File: config.mk
export PLATFORM = sky130hd
export DESIGN_NAME = cpu_bus_initiator
export DESIGN_NICKNAME = d
export VERILOG_FILES = /design/src/rtl/cpu_bus_initiator.sv
export SDC_FILE = /design/constraint.sdc
export NUM_CORES = 1
export LEC_CHECK = 0
export ABC_AREA = 1
export CAP_MARGIN = 40
export CORE_AREA = 2 2 160 162
export DETAILED_ROUTE_END_ITERATION = 12
export DIE_AREA = 0 0 162 164
export PLACE_DENSITY = 0.84
export SETUP_SLACK_MARGIN = 0.15
export SLEW_MARGIN = 20
export SYNTH_ARGS = -nofsm -noshare
export SYNTH_HDL_FRONTEND = slang
export SYNTH_SLANG_ARGS = --single-unit
File: constraint.sdc
create_clock -name CLK -period 12.3 [get_ports CLK]
set_input_delay 2.46 -clock CLK [delete_from_list [all_inputs] [get_ports CLK]]
set_output_delay 2.46 -clock CLK [all_outputs]
set_load 0.05 [all_outputs]
File: src/rtl/cpu_bus_initiator.sv
// ---------------------------------------------------------------------------
// cpu_bus_initiator
//
// Synchronous 68030-style bus-cycle initiator with dynamic bus sizing. One
// internal request (address, 1..4 byte operand, direction) is broken into as
// many asynchronous bus cycles as the responding port width requires. Each
// cycle drives A/SIZ/RnW (and write data), asserts /AS and /DS, and ends on a
// synchronized /DSACKx or /BERR.
//
// Optional feature:
//   CPU_BUS_INITIATOR_TIMEOUT_EN - when defined, a WAIT-state cycle counter
//   aborts a bus cycle with an error after TIMEOUT_CYCLES clocks.
//
// Ports:
//   CLK, nRST                 clock, asynchronous active-low reset
//   req_valid/req_ready       request handshake (accept on valid & ready)
//   req_rnw, req_addr,        direction, byte address,
//   req_size, req_wdata       size (01=1,10=2,11=3,00=4), right-justified data
//   rsp_valid, rsp_rdata,     one-cycle completion pulse, right-justified
//   rsp_err                   read data, error qualifier
//   nAS, nDS, RnW, SIZ, A     bus control / address outputs
//   D_out, D_oe, D_in         data bus (split), drive enable
//   nDSACK0, nDSACK1, nBERR   asynchronous responder inputs
// ---------------------------------------------------------------------------
module cpu_bus_initiator #(
    parameter int unsigned TIMEOUT_CYCLES = 255
) (
    input  logic        CLK,
    input  logic        nRST,
    input  logic        req_valid,
    output logic        req_ready,
    input  logic        req_rnw,
    input  logic [31:0] req_addr,
    input  logic [1:0]  req_size,
    input  logic [31:0] req_wdata,
    output logic        rsp_valid,
    output logic [31:0] rsp_rdata,
    output logic        rsp_err,
    output logic        nAS,
    output logic        nDS,
    output logic        RnW,
    output logic [1:0]  SIZ,
    output logic [31:0] A,
    output logic [31:0] D_out,
    output logic        D_oe,
    input  logic [31:0] D_in,
    input  logic        nDSACK0,
    input  logic        nDSACK1,
    input  logic        nBERR
);

    localparam logic [2:0] S_IDLE   = 3'd0;
    localparam logic [2:0] S_ADDR   = 3'd1;
    localparam logic [2:0] S_STROBE = 3'd2;
    localparam logic [2:0] S_WAIT   = 3'd3;
    localparam logic [2:0] S_TERM   = 3'd4;
    localparam logic [2:0] S_RECOV  = 3'd5;

    // Synchronizer stages, bit order {nBERR, nDSACK1, nDSACK0}; idle high.
    logic [2:0]  sync1_q, sync2_q;
    logic        ack0, ack1, berr;

    logic [2:0]  state_q, state_d;
    logic        rnw_q, rnw_d;
    logic [31:0] a_q, a_d;          // current byte address
    logic [2:0]  rem_q, rem_d;      // untransferred bytes
    logic [31:0] wbuf_q, wbuf_d;    // remaining write bytes, P0 in [31:24]
    logic [31:0] rd_q, rd_d;        // read bytes so far, right-justified
    logic        err_q, err_d;
    logic [2:0]  pw_q, pw_d;        // port width of the terminating cycle

    logic        req_ready_q, req_ready_d;
    logic        rsp_valid_q, rsp_valid_d;
    logic        rsp_err_q, rsp_err_d;
    logic [31:0] rsp_rdata_q, rsp_rdata_d;
    logic        nas_q, nas_d;
    logic        nds_q, nds_d;
    logic        rnw_out_q, rnw_out_d;
    logic [1:0]  siz_q, siz_d;
    logic [31:0] a_out_q, a_out_d;
    logic [31:0] dout_q, dout_d;
    logic        doe_q, doe_d;

    logic [2:0]  req_bytes;
    logic [1:0]  off;               // a mod port width
    logic [2:0]  room;              // port width - off
    logic [2:0]  xfer;              // bytes moved by this cycle
    logic [1:0]  lane;
    logic [31:0] cap;               // captured read bytes, right-justified

`ifdef CPU_BUS_INITIATOR_TIMEOUT_EN
    localparam int CNT_W = $clog2(TIMEOUT_CYCLES + 1);
    logic [CNT_W-1:0] cnt_q, cnt_d;
    logic             timeout_hit;
    assign timeout_hit = (cnt_q == CNT_W'(TIMEOUT_CYCLES - 1));
`endif

    assign ack0 = ~sync2_q[0];
    assign ack1 = ~sync2_q[1];
    assign berr = ~sync2_q[2];

    // Lane k carries P(k-off) when that byte is still pending. Lane 0 always
    // carries P0 and lane 1 carries P0 or P1, so 8- and 16-bit ports, which
    // only look at the upper lanes, see the right byte at any alignment.
    function automatic logic [31:0] write_lanes(input logic [1:0]  o,
                                                input logic [2:0]  rem,
                                                input logic [31:0] p);
        logic [31:0] d;
        logic [1:0]  k2;
        logic [1:0]  idx;
        d = '0;
        for (int k = 0; k < 4; k++) begin
            k2  = 2'(k);
            idx = k2 - o;
            if (k2 >= o && {1'b0, idx} < rem)
                d[{~k2, 3'b000} +: 8] = p[{~idx, 3'b000} +: 8];
        end
        d[31:24] = p[31:24];
        d[23:16] = o[0] ? p[31:24] : p[23:16];
        return d;
    endfunction

    always_comb begin
        state_d     = state_q;
        rnw_d       = rnw_q;
        a_d         = a_q;
        rem_d       = rem_q;
        wbuf_d      = wbuf_q;
        rd_d        = rd_q;
        err_d       = err_q;
        pw_d        = pw_q;
        req_ready_d = req_ready_q;
        rsp_valid_d = 1'b0;
        rsp_err_d   = 1'b0;
        rsp_rdata_d = rsp_rdata_q;
        nas_d       = nas_q;
        nds_d       = nds_q;
        rnw_out_d   = rnw_out_q;
        siz_d       = siz_q;
        a_out_d     = a_out_q;
        dout_d      = dout_q;
        doe_d       = doe_q;
`ifdef CPU_BUS_INITIATOR_TIMEOUT_EN
        cnt_d       = cnt_q;
`endif

        req_bytes = (req_size == 2'b00) ? 3'd4 : {1'b0, req_size};
        off       = a_q[1:0] & (pw_q[1:0] - 2'd1);
        room      = pw_q - {1'b0, off};
        xfer      = (rem_q < room) ? rem_q : room;

        // Transfer byte j comes from lane off+j; lane 0 is D31:24.
        cap  = '0;
        lane = '0;
        for (int j = 0; j < 4; j++) begin
            lane = off + 2'(j);
            if (3'(j) < xfer)
                cap = {cap[23:0], D_in[{~lane, 3'b000} +: 8]};
        end

        case (state_q)
            S_IDLE: begin
                if (req_valid) begin
                    rnw_d       = req_rnw;
                    a_d         = req_addr;
                    rem_d       = req_bytes;
                    wbuf_d      = req_wdata << {3'd4 - req_bytes, 3'b000};
                    rd_d        = '0;
                    err_d       = 1'b0;
                    req_ready_d = 1'b0;
                    state_d     = S_ADDR;
                end
            end
            S_ADDR: begin
                nas_d   = 1'b0;
                nds_d   = ~rnw_q;       // reads strobe /DS with /AS
                state_d = S_STROBE;
            end
            S_STROBE: begin
                nds_d   = 1'b0;         // writes strobe /DS one clock later
`ifdef CPU_BUS_INITIATOR_TIMEOUT_EN
                cnt_d   = '0;
`endif
                state_d = S_WAIT;
            end
            S_WAIT: begin
                if (berr) begin
                    err_d   = 1'b1;
                    state_d = S_TERM;
                end else if (ack0 || ack1) begin
                    pw_d    = (ack0 && ack1) ? 3'd4 : (ack1 ? 3'd2 : 3'd1);
                    state_d = S_TERM;
                end
`ifdef CPU_BUS_INITIATOR_TIMEOUT_EN
                else if (timeout_hit) begin
                    err_d   = 1'b1;
                    state_d = S_TERM;
                end else begin
                    cnt_d = cnt_q + 1'b1;
                end
`endif
            end
            S_TERM: begin
                // An errored cycle moves no data; the rest is abandoned.
                if (!err_q) begin
                    if (rnw_q)
                        rd_d = (rd_q << {xfer, 3'b000}) | cap;
                    wbuf_d = wbuf_q << {xfer, 3'b000};
                    a_d    = a_q + {29'd0, xfer};
                    rem_d  = rem_q - xfer;
                end
                nas_d   = 1'b1;
                nds_d   = 1'b1;
                doe_d   = 1'b0;
                state_d = S_RECOV;
            end
            S_RECOV: begin
                if (!ack0 && !ack1 && !berr) begin
                    if (rem_q != 3'd0 && !err_q) begin
                        state_d = S_ADDR;
                    end else begin
                        // Left-align partial data to its operand position.
                        rsp_rdata_d = rd_q << {rem_q, 3'b000};
                        rsp_valid_d = 1'b1;
                        rsp_err_d   = err_q;
                        req_ready_d = 1'b1;
                        state_d     = S_IDLE;
                    end
                end
            end
            default: state_d = S_IDLE;
        endcase

        // Address phase outputs are registered on entry to ADDR, so they
        // lead /AS by one clock.
        if (state_d == S_ADDR) begin
            a_out_d   = a_d;
            siz_d     = rem_d[1:0];
            rnw_out_d = rnw_d;
            dout_d    = rnw_d ? 32'd0 : write_lanes(a_d[1:0], rem_d, wbuf_d);
            doe_d     = ~rnw_d;
        end
    end

    always_ff @(posedge CLK or negedge nRST) begin
        if (!nRST) begin
            sync1_q     <= 3'b111;
            sync2_q     <= 3'b111;
            state_q     <= S_IDLE;
            rnw_q       <= 1'b1;
            a_q         <= '0;
            rem_q       <= '0;
            wbuf_q      <= '0;
            rd_q        <= '0;
            err_q       <= 1'b0;
            pw_q        <= 3'd1;
            req_ready_q <= 1'b1;
            rsp_valid_q <= 1'b0;
            rsp_err_q   <= 1'b0;
            rsp_rdata_q <= '0;
            nas_q       <= 1'b1;
            nds_q       <= 1'b1;
            rnw_out_q   <= 1'b1;
            siz_q       <= 2'b00;
            a_out_q     <= '0;
            dout_q      <= '0;
            doe_q       <= 1'b0;
        end else begin
            sync1_q     <= {nBERR, nDSACK1, nDSACK0};
            sync2_q     <= sync1_q;
            state_q     <= state_d;
            rnw_q       <= rnw_d;
            a_q         <= a_d;
            rem_q       <= rem_d;
            wbuf_q      <= wbuf_d;
            rd_q        <= rd_d;
            err_q       <= err_d;
            pw_q        <= pw_d;
            req_ready_q <= req_ready_d;
            rsp_valid_q <= rsp_valid_d;
            rsp_err_q   <= rsp_err_d;
            rsp_rdata_q <= rsp_rdata_d;
            nas_q       <= nas_d;
            nds_q       <= nds_d;
            rnw_out_q   <= rnw_out_d;
            siz_q       <= siz_d;
            a_out_q     <= a_out_d;
            dout_q      <= dout_d;
            doe_q       <= doe_d;
        end
    end

`ifdef CPU_BUS_INITIATOR_TIMEOUT_EN
    always_ff @(posedge CLK or negedge nRST) begin
        if (!nRST) cnt_q <= '0;
        else       cnt_q <= cnt_d;
    end
`endif

    assign req_ready = req_ready_q;
    assign rsp_valid = rsp_valid_q;
    assign rsp_err   = rsp_err_q;
    assign rsp_rdata = rsp_rdata_q;
    assign nAS       = nas_q;
    assign nDS       = nds_q;
    assign RnW       = rnw_out_q;
    assign SIZ       = siz_q;
    assign A         = a_out_q;
    assign D_out     = dout_q;
    assign D_oe      = doe_q;

endmodule

==> results.md <==
* Post-synth EDFFs at 0
* Synth warn at 0
* CTS Buf Count at 25
* Syn Inst Count at 2104
* Buffers on Ports at 209
* CTS Buffer Depth at 3
* RSZ-0062 raised after global routing: false
* Worst hold path class: flop to flop
* Outcome: finished, final reports clean
* Seq/Total Area, Yosys at 38.5%
* Worst Setup Start Kind: input port
* CTS H-tree lvls at 1
* Clock Tree Root: clkbuf_16
* CTS tree: done
* Die ar. at 26600 sq um
* Synth area leaders: dfrtp_1 (36%), nand2_1 (20%), o21ai_0 (6.7%)
* Slew Limit Fails at 0
* DR DRC count at 0
* Row cnt at 58
* Mapped cell area at 14200 sq um
* Congestion Overflow GR at 0
* Cell family with the largest share of critical-path delay: buffers and inverters
* Synth top area share at 36.2%
* Post-synth ARST share at 100%
* Vias per cell at 5.98
* Worst Max-Slew Pin Slew at 0.823 ns
* Vias in the first global route at 15000
* Max Fclk at 0.145 GHz
* Worst-path clk slew at 0.07 ns
* Type of the worst setup path: input port to flop
* Most frequent CP cell: nand2_1
* Clock Skews at 0.0118 ns
* CTS Hold Buffers Added at 0
* Gpl congestion at 1.03
* Ys flop type: dfrtp_1
* Routed wire length at 51.3 mm
* Layout area overhead at 21.9%
* Core area at 24800 sq um
* Leading area contributor after synthesis: dfrtp_1
* First drt pass iteration count at 8
* Largest net degree at the start of global routing at 88
* CP Buf/Inv Count at 5
* CP Max Fanout at 37
* Post-layout net count at 2373
* Final Hold Viols at 0
* Die height at 164 um
* Cells resized by post-CTS repair at 0
* Die width at 162 um
* Routed len/inst at 19.7 um
* Share of the cycle needed by the critical path after routing at 56.2%
* Initial antenna violation count at 2
* CP max stage cell: ha_1
* CTS sink count at 218
* Net count after synthesis at 2222
* Max incr delay on CP at 0.63 ns
* DR iter-0 viols at 2028
* HPWL after detailed placement at 36.5 mm
* Minimum clock period at 6.92 ns
* # Post-CTS Setup Buffers at 0
* Critical path data arrival time at 7.39 ns
* Relative slew slack at 45.1%
* Detail Route Antenna Nets at 0
* Starting density of the core at 57.3%
* Synth Register Bits at 218
* Worst Setup End Kind: flop
* Worst skew pair latency at 0.53 ns
* Vias at 15600
* Post-Syn Area per Cell at 6.76 sq um
* Crit path cell chain: clkdlybuf4s50_1, buf_4, clkinv_1, nor2_8, nor2_4, a22oi_1, o21a_1, clkinv_1, ha_1, clkinv_1, ha_1, o21ai_1, nand2_1, nand2_1, nand2_2, a21oi_1, nand2_1, nand2_1
* CP required at 12.77 ns
* Final Setup Violations at 0
* Netlist cell types at 54
* Max_cap viols at 0
* # IOs at 210
* Layout cells sized above 1 at 4.93%
* First-pass GRT wire length at 80.3 mm
* Setup TNS at 0 ns
* GRT Util Overall at 38.4%
## cell usage in the layout (no fill, tap or decap), types with 14 or more instances in the layout
cell,Yosys,final
clkdlybuf4s50_1,0,208
mux2i_1,14,14
o21ai_0,191,191
buf_4,10,19
clkbuf_16,0,25
a22oi_1,14,14
a21boi_0,15,15
nand4_1,15,15
nand3_1,165,165
o211ai_1,31,31
o31ai_1,17,17
o21ai_1,16,16
nor2_1,106,106
dfrtp_1,206,206
a21oi_1,81,81
nand2_1,764,763
inv_1,188,188
o22ai_1,22,22
## final timing paths
check	start	endpoint	slack, ns	cells past startpoint
min reg2reg	sync1_q[2]	sync2_q[2]	0.36	0
max in group asynchronous	nRST	D_out[13]	9.10	3
min	sync1_q[2]	sync2_q[2]	0.36	0
max reg2reg	pw_q[0]	D_out[12]	6.16	28
max	req_valid	D_out[12]	5.38	18
min in group asynchronous	nRST	A[31]	1.94	1
## logic make-up (layout without fill, tap and decap cells)
logic type | after synthesis | in the layout | share of synthesized area (%)
fa+ha+maj | 13 | 13 | 1.20
buf+inv | 317 | 485 | 8.94
compound gates | 431 | 431 | 17.7
other cells | 0 | 1 | 0
flops | 218 | 218 | 38.5
simple gates | 1097 | 1097 | 31.9
xor+xnor | 14 | 14 | 0.862
mux | 14 | 14 | 0.985
## registers in the layout (all words and copies together) (netlist names)
signal	count
rsp_err	1
rnw_q	1
rsp_rdata	32
nAS	1
rem_q	3
RnW	1
state_q	3
sync1_q	3
nDS	1
rsp_valid	1
rd_q	32
err_q	1
pw_q	3
D_out	32
A	32
sync2_q	3
D_oe	1
wbuf_q	32
a_q	32
req_ready	1
SIZ	2
## cell usage after synthesis (4+ instances only)
master	instances
nand2_1	764
dfrtp_1	206
o21ai_0	191
inv_1	188
nand3_1	165
nor2_1	106
a21oi_1	81
clkbuf_1	69
o211ai_1	31
buf_2	27
o22ai_1	22
o31ai_1	17
o21ai_1	16
a21boi_0	15
nand4_1	15
a22oi_1	14
mux2i_1	14
dfstp_2	12
ha_1	12
nor3_1	12
xor2_1	12
inv_2	11
buf_4	10
o2111ai_1	10
a221oi_1	8
clkinv_1	8
nand2_2	8
a31oi_1	7
nor2_4	5
nor4_1	5
o221ai_1	5
and3_1	4
## per-stage QoR
step / cell area (sq um) / utilization, % / hold slack, ns / setup slack (ns) / instances
after floorplan: 14200 / - / 0.345 / 6.90 / 2104
after detailed placement: 16500 / 66.4 / 0.348 / 5.01 / 2557
after CTS: 17300 / 69.8 / 0.359 / 5.54 / 2601
after global routing: 17300 / 69.8 / 0.364 / 5.14 / 2602
final: 17300 / 69.9 / 0.357 / 5.38 / 2603
after global placement: 16400 / 66.0 / 0.347 / 5.22 / 2552
## layout make-up
type	count	area (sq um)
clock buffers	33	696
clock inverters	11	139
flip-flops and latches	218	5470
fillers	2129	7480
inverters	208	783
repair buffers	233	2350
well taps	330	413
diodes	1	2.50
multi-input cells	1569	7480
## per-layer routing
layer	wire, um	part of all wire, %	vias up	global-route usage, %
met5	10	0.019	-	0
met3	4480	8.7	184	5.53
met2	24100	47	937	63.9
li1	-	-	7219	-
met1	20400	40	7219	50.2
met4	2390	4.7	2	16.9
Power is left out: the tool's default activity adds up to more than one toggle a clock period on the data nets, which glitch-free logic cannot reach.
